===== src/rtl/serial_deser_pkg.sv =====
// Shared types and helpers for the serial deserializer: FSM state encoding
// and the even-parity helper used when SERIAL_DESER_PARITY_EN is defined.
package serial_deser_pkg;

  typedef enum logic {
    S_DATA = 1'b0,
    S_PAR  = 1'b1
  } state_t;

  // Returns the bit that makes the total number of ones even.
  function automatic logic even_parity(input logic [63:0] value);
    return ^value;
  endfunction

endpackage


===== src/rtl/sipo_reg.sv =====
// WIDTH-bit serial-in/parallel-out shift register; new bits enter at the MSB
// so that an LSB-first stream lands in natural bit order after WIDTH strobes.
module sipo_reg #(
  parameter int WIDTH = 8
) (
  input  logic             clk,
  input  logic             rst_n,
  input  logic             shift_en,
  input  logic             shift_in,
  input  logic             clear,
  output logic [WIDTH-1:0] data
);

  logic [WIDTH-1:0] data_reg;
  logic [WIDTH-1:0] data_next;

  genvar gi;
  generate
    for (gi = 0; gi < WIDTH - 1; gi++) begin : g_shift
      assign data_next[gi] = data_reg[gi+1];
    end
  endgenerate
  assign data_next[WIDTH-1] = shift_in;

  always_ff @(posedge clk or negedge rst_n) begin
    if (!rst_n) begin
      data_reg <= '0;
    end else if (clear) begin
      data_reg <= '0;
    end else if (shift_en) begin
      data_reg <= data_next;
    end
  end

  assign data = data_reg;

endmodule


===== src/rtl/serial_deserializer.sv =====
// Serial-in/parallel-out receiver with a 1-entry valid/ready output buffer.
// Define SERIAL_DESER_PARITY_EN to append an even-parity bit to every word.
module serial_deserializer
  import serial_deser_pkg::*;
#(
  parameter  int WIDTH = 8,
  localparam int CW    = $clog2(WIDTH + 1)
) (
  input  logic             Clk,
  input  logic             Reset_n,
  input  logic             Shift_En,
  input  logic             Shift_In,
  input  logic             Clear,
  input  logic             Out_Ready,
  output logic             Out_Valid,
  output logic [WIDTH-1:0] Data_Out,
  output logic [CW-1:0]    Bit_Count,
  output logic             Overrun,
  output logic             Parity_Err
);

  state_t           state_reg, state_next;
  logic [CW-1:0]    bit_count_reg, bit_count_next;
  logic [WIDTH-1:0] sr_data;
  logic [WIDTH-1:0] shifted_word;
  logic [WIDTH-1:0] word_val;
  logic             sr_shift;
  logic             word_done;
  logic             out_valid_reg;
  logic [WIDTH-1:0] data_out_reg;
  logic             overrun_reg;
`ifdef SERIAL_DESER_PARITY_EN
  logic             parity_bad;
  logic             parity_err_reg;
`endif

  sipo_reg #(
    .WIDTH(WIDTH)
  ) u_sipo (
    .clk     (Clk),
    .rst_n   (Reset_n),
    .shift_en(sr_shift),
    .shift_in(Shift_In),
    .clear   (Clear),
    .data    (sr_data)
  );

  // Value the register will hold after this strobe; the completed word is
  // taken from here so it reaches the buffer on the same edge.
  assign shifted_word = {Shift_In, sr_data[WIDTH-1:1]};

  always_ff @(posedge Clk or negedge Reset_n) begin
    if (!Reset_n) begin
      state_reg     <= S_DATA;
      bit_count_reg <= '0;
    end else begin
      state_reg     <= state_next;
      bit_count_reg <= bit_count_next;
    end
  end

  always_comb begin
    state_next     = state_reg;
    bit_count_next = bit_count_reg;
    sr_shift       = 1'b0;
    word_done      = 1'b0;
    word_val       = shifted_word;
`ifdef SERIAL_DESER_PARITY_EN
    parity_bad     = 1'b0;
`endif
    if (Clear) begin
      state_next     = S_DATA;
      bit_count_next = '0;
    end else if (Shift_En) begin
      case (state_reg)
        S_DATA: begin
          sr_shift = 1'b1;
          if (bit_count_reg == CW'(WIDTH - 1)) begin
`ifdef SERIAL_DESER_PARITY_EN
            state_next     = S_PAR;
            bit_count_next = bit_count_reg + 1'b1;
`else
            word_done      = 1'b1;
            bit_count_next = '0;
`endif
          end else begin
            bit_count_next = bit_count_reg + 1'b1;
          end
        end
        S_PAR: begin
          // Parity bit is not shifted in; the data word is already complete.
`ifdef SERIAL_DESER_PARITY_EN
          word_done  = 1'b1;
          word_val   = sr_data;
          parity_bad = even_parity(64'(sr_data)) ^ Shift_In;
`endif
          state_next     = S_DATA;
          bit_count_next = '0;
        end
        default: begin
          state_next     = S_DATA;
          bit_count_next = '0;
        end
      endcase
    end
  end

  // Output buffer: a completing word loads only if the slot is free or is
  // being drained this same edge; otherwise it is dropped and flagged.
  always_ff @(posedge Clk or negedge Reset_n) begin
    if (!Reset_n) begin
      out_valid_reg  <= 1'b0;
      data_out_reg   <= '0;
      overrun_reg    <= 1'b0;
`ifdef SERIAL_DESER_PARITY_EN
      parity_err_reg <= 1'b0;
`endif
    end else begin
      if (word_done) begin
        if (!out_valid_reg || Out_Ready) begin
          out_valid_reg  <= 1'b1;
          data_out_reg   <= word_val;
`ifdef SERIAL_DESER_PARITY_EN
          parity_err_reg <= parity_bad;
`endif
        end else begin
          overrun_reg <= 1'b1;
        end
      end else if (out_valid_reg && Out_Ready) begin
        out_valid_reg <= 1'b0;
      end
      if (Clear) begin
        overrun_reg <= 1'b0;
      end
    end
  end

  assign Out_Valid = out_valid_reg;
  assign Data_Out  = data_out_reg;
  assign Bit_Count = bit_count_reg;
  assign Overrun   = overrun_reg;
`ifdef SERIAL_DESER_PARITY_EN
  assign Parity_Err = parity_err_reg;
`else
  assign Parity_Err = 1'b0;
`endif

endmodule


===== config.mk =====
export PLATFORM = sky130hd
export DESIGN_NAME = serial_deserializer
export DESIGN_NICKNAME = d
export VERILOG_FILES = /design/src/rtl/serial_deser_pkg.sv /design/src/rtl/sipo_reg.sv /design/src/rtl/serial_deserializer.sv
export SDC_FILE = /design/constraint.sdc
export NUM_CORES = 1
export LEC_CHECK = 0
export CORE_ASPECT_RATIO = 0.9
export CORE_MARGIN = 1
export CORE_UTILIZATION = 40
export DETAILED_ROUTE_END_ITERATION = 7
export PLACE_DENSITY = 0.66
export SYNTH_ARGS = -nofsm -noshare
export SYNTH_HDL_FRONTEND = slang
export SYNTH_SLANG_ARGS = --single-unit
export TNS_END_PERCENT = 1

===== constraint.sdc =====
create_clock -name Clk -period 2.9 [get_ports Clk]
set_input_delay 0.58 -clock Clk [delete_from_list [all_inputs] [get_ports Clk]]
set_output_delay 0.58 -clock Clk [all_outputs]
set_load 0.01 [all_outputs]

# Word-level counts from Yosys, hierarchy flattened

Cells that the tools add are included.

Register bits: 23
Logic and storage cells: 42
Input port bits: 6
Output and inout bits: 15

Add/subtract/negate cells: 1
Bitwise logic cells: 1
Eq/ne operators: 3
Mux-type cells: 21
Reductions and logical operators: 10

Operator list:

| kind                  | number |
|---|---|
| $mux W8               | 2 |
| $mux W1               | 15 |
| $mux W4               | 3 |
| $pmux W4 S2           | 1 |
| $reduce_bool A2 Y1    | 4 |
| $reduce_and A2 Y1     | 3 |
| $add A4 B1 Y4 const B | 1 |
| $eq A4 B3 Y1 const B  | 1 |
| $ne A2 B1 Y1 const B  | 1 |
| $ne A2 B2 Y1 const B  | 1 |
| $logic_and A1 B1 Y1   | 1 |
| $logic_not A1 Y1      | 1 |
| $logic_or A1 B1 Y1    | 1 |
| $not A1 Y1            | 1 |

# Depth between registers and ports, before layout

Depth in word-level cells: 7
Depth in mapped cells: 5
Depth with buffers taken out: 4

# Hierarchy

A second synthesis with hierarchy kept.

Cells, all modules: 73
Area, all modules: 962.2 µm²

By module, submodules not included:

| module              | sequential area each (µm²) | cells an instance | times used | area an instance (µm²) |
|---|---|---|---|---|
| serial_deserializer | 350.3                      | 47                | 1          | 636.9 |
| sipo_reg            | 200.2                      | 26                | 1          | 325.3 |

# Least setup slack after synthesis

OpenSTA, ideal clock, no wires.

Kind: reg-to-reg
Start point: register bit_count_reg[0], in the netlist Bit_Count[0]
End point: register data_out_reg[0], in the netlist Data_Out[0]
Buffers on the path: 1
Stages on the path, launching flop included: 6
Required time: 2.775 ns
Setup time: 0.125 ns
Data arrival time: 1.435 ns
Clock period less this slack: 1.560 ns
Path slack: 1.340 ns
Cells stage by stage: dfrtp_1 -> ha_1 -> nand3b_1 -> and4bb_1 -> buf_6 -> mux2_4

Word-level cells in the longest chain between the ends: 6

RTL lines:

| element                     | line                       | text |
|---|---|---|
| start: declaration          | serial_deserializer.sv:23  | `logic [CW-1:0] bit_count_reg, bit_count_next;` |
| start signal: assignment    | serial_deserializer.sv:58  | `bit_count_reg <= bit_count_next;` |
| $eq A4 B3 Y1                | serial_deserializer.sv:78  | `if (bit_count_reg == CW'(WIDTH - 1)) begin` |
| $mux W1                     | serial_deserializer.sv:78  |  |
| $mux W1                     | serial_deserializer.sv:75  | `case (state_reg)` |
| $mux W1                     | serial_deserializer.sv:74  | `end else if (Shift_En) begin` |
| $mux W1                     | serial_deserializer.sv:71  | `if (Clear) begin` |
| $reduce_and A2 Y1 (no line) | -                          |  |
| end signal: assignment      | serial_deserializer.sv:122 | `data_out_reg <= word_val;` |
| end: declaration            | serial_deserializer.sv:30  | `logic [WIDTH-1:0] data_out_reg;` |

No other way between the ends.
A chain may end at the register's enable or synchronous reset.

# Final worst setup path

Start point: register bit_count_reg[0], in the netlist Bit_Count[0]
End point: output port Bit_Count[0]

RTL lines:

| element          | line                      | text |
|---|---|---|
| end: declaration | serial_deserializer.sv:17 | `output logic [CW-1:0] Bit_Count,` |

No word-level cell between the ends.

==> metrics.md <==
| Metric | Value |
|---|---|
| Unrepaired setup endpoints after global routing | `false` |
| Register area share after synthesis | `approximately three fifths` |
| Commonest non-fill, non-tap cell in the layout | `dfrtp_1` |
| Global-route wire length before repair | `around 2.5 mm` |
| Leak pwr | `about 0.55 nW` |
| Area delta synth->final | `27.0%` |
| DRT met1 WL | `~780 microns` |
| Final total power | `0.480 mW` |
| Post-route cell area | `~1100 sq um` |
| Port buffer count | `19` |
| Antenna Nets Post-Route | `0` |
| Antenna diodes | `0` |
| Residual DRC | `0` |
| Crit path largest cell delay | `between 0.5 and 0.6 ns` |
| Status | `finished clean` |
| Setup skew after layout | `between 0.006 and 0.007 ns` |
| DR WL met2 | `623 microns` |
| TritonCTS clock tree | `yes` |
| Layout fillers | `182` |
| Sink Count | `21` |
| Final worst-path cycle share | `between 60% and 70%` |
| Row count | `15` |
| Met3 WL post-DR | `between 80 and 90 microns` |
| Max-slew violations | `0` |
| Final net count | `roughly 100` |
| Core area | `2030 sq um` |
| Worst Setup Start Kind | `register` |
| Initial Util | `~45%` |
| Hold WS | `0.524 ns` |
| Vias | `roughly 560` |
| WP data arrival | `about 1.3 ns` |
| Syn nets | `75` |
| Power per cell area | `418 nW/um^2` |
| Final cell count without fillers | `approximately 120` |
| H-tree depth | `1` |
| Clock slew at reported path FFs | `about 0.12 ns` |
| Hold_buf cts | `0` |
| Endpoints failing setup | `0` |
| FMAX | `between 500 and 600 MHz` |
| WL per Instance | `13.0 microns` |
| Fin Setup TNS | `0 ns` |
| Synth area leaders | `dfrtp_1, mux2_4, mux2i_1` |
| Dpl cells | `between 100 and 150` |
| Overall die height | `around 47 microns` |
| Critical Path Sink Type | `primary output` |
| Fraction of layout cells with a size suffix above 1 | `17.8%` |
| Distinct cells, synth | `21` |
| Initial antenna violation count | `0` |
| Vias in the first global route | `538` |
| CP Data Required Time | `approximately 2.3 ns` |
| Critical path class | `register to primary output` |
| Max reg flops | `8` |
| Cell taking the most area after synthesis | `dfrtp_1` |
| Minimum clock period | `between 1.5 and 2 ns` |
| VDD IR max | `roughly 0.27 mV` |
| Commonest non-fill, non-tap cells in the layout | `dfrtp_1, clkdlybuf4s50_1, nor2_1, mux2i_1, mux2_4` |
| CP Max Fanout | `5` |
| Drt first pass iters | `3` |
| GRT overflow | `0` |
| Synthesized instance count | `~70` |
| Area after DPL | `between 1000 and 1500 sq um` |
| Synth top area share | `between 50 and 60%` |
| Max cap viols | `0` |
| Synth warnings | `0` |
| Post_cts resized | `0` |
| CTS Buf Count | `3` |
| Dpl hpwl | `1.03 mm` |
| Syn avg cell area | `around 13 sq um` |
| Delay-heaviest family, CP | `buffers and inverters` |
| Routability cong. | `about 0.66` |
| Area of the die | `about 2500 sq um` |
| IO Pins | `21` |
| Final hold violation count | `0` |
| Worst path slowest cell | `clkdlybuf4s50_1` |
| Hold Path Class | `register to register` |
| Chip Width | `about 52 microns` |
| Worst-path cell chain | `clkdlybuf4s50_1` |
| Drt initial violations | `5` |
| GRT Resource Usage Total | `between 10% and 20%` |
| DR top layer | `met4` |
| Routed WL | `approximately 1.5 mm` |
| Clk Tree Root Cell | `clkbuf_4` |
| Mapped Area | `~900 sq um` |
| Clock Path Buffers | `2` |
| Drt via density | `roughly 4.9` |
| Synthesized flop and latch total | `21` |
| Clock insertion delay at the later pin of the skew report | `0.30 ns` |
| CP Buf/Inv Count | `1` |
| Pin count of the biggest net entering global routing | `22` |
| Buffers inserted by post-CTS timing repair | `0` |
## report_power, final
part | leakage [nW] | switching, mW | internal, mW
combinational | 0.237 | 0.0189 | 0.0203
sequential | 0.291 | 0.00439 | 0.297
clock | 0.0177 | 0.0879 | 0.0514
total | 0.545 | 0.111 | 0.369
## layer usage
layer  global-route usage [%]  vias up
li1                         -      273
met5                        0        -
met1                     19.6      268
met4                     6.32        0
met2                     23.1       16
met3                     6.80        2
## cell families (layout without fill, tap and decap cells)
family	count (synthesis)	count (layout)	synth area share, %
AOI/OAI and AO/OA	3	3	1.80
xor gates and xnor gates	1	1	0.968
adders and majority gates	1	1	1.38
buffers and inverters	5	27	3.46
DFF	21	21	58.1
muxes	16	16	22.1
other	1	1	0.415
and+or+nand+nor	20	20	11.8
## synthesized netlist by cell type
master	instances
dfrtp_1	21
nor2_1	9
mux2_4	8
mux2i_1	8
nand2_1	3
a21oi_1	2
nand2b_1	2
nand3b_1	2
and4bb_1	1
buf_2	1
buf_4	1
buf_6	1
clkbuf_1	1
conb_1	1
ha_1	1
inv_1	1
nand4_1	1
o22ai_1	1
or3_1	1
or3b_2	1
xor2_1	1
## stage by stage
step | utilization (%) | worst slack [ns]
detailed placement | 55.3 | 0.727
finish | 56.7 | 1.03
global route | 56.7 | 0.946
CTS | 56.7 | 1.01
global placement | 55.3 | 0.755
floorplan | - | 1.34
## final timing paths
| check | slack (ns) | end | startpoint | cells past startpoint |
|---|---|---|---|---|
| max | 1.03 | Bit_Count[0] | Bit_Count[0]$_DFFE_PN0P_ | 1 |
| min | 0.52 | Data_Out[0]$_DFFE_PN0P_ | u_sipo.data[1]$_DFFE_PN0P_ | 1 |
| max reg2reg | 1.08 | Data_Out[3]$_DFFE_PN0P_ | Bit_Count[0]$_DFFE_PN0P_ | 4 |
| min reg2reg | 0.52 | Data_Out[0]$_DFFE_PN0P_ | u_sipo.data[1]$_DFFE_PN0P_ | 1 |
| max in group asynchronous | 2.09 | u_sipo.data[5]$_DFFE_PN0P_ | Reset_n | 2 |
| min in group asynchronous | 0.60 | u_sipo.data[2]$_DFFE_PN0P_ | Reset_n | 2 |
## cell type report
cell class / instances / area, sq um / share of cell area (%)
well taps: 25 / 31.3 / 2.72
repair buffers: 22 / 213 / 18.5
clock inverters: 1 / 5.00 / 0.436
clock buffers: 3 / 22.5 / 1.96
multi-input cells: 42 / 348 / 30.3
flip-flops and latches: 21 / 526 / 45.8
inverters: 1 / 3.75 / 0.327
Power figures use the tool's default switching activity.
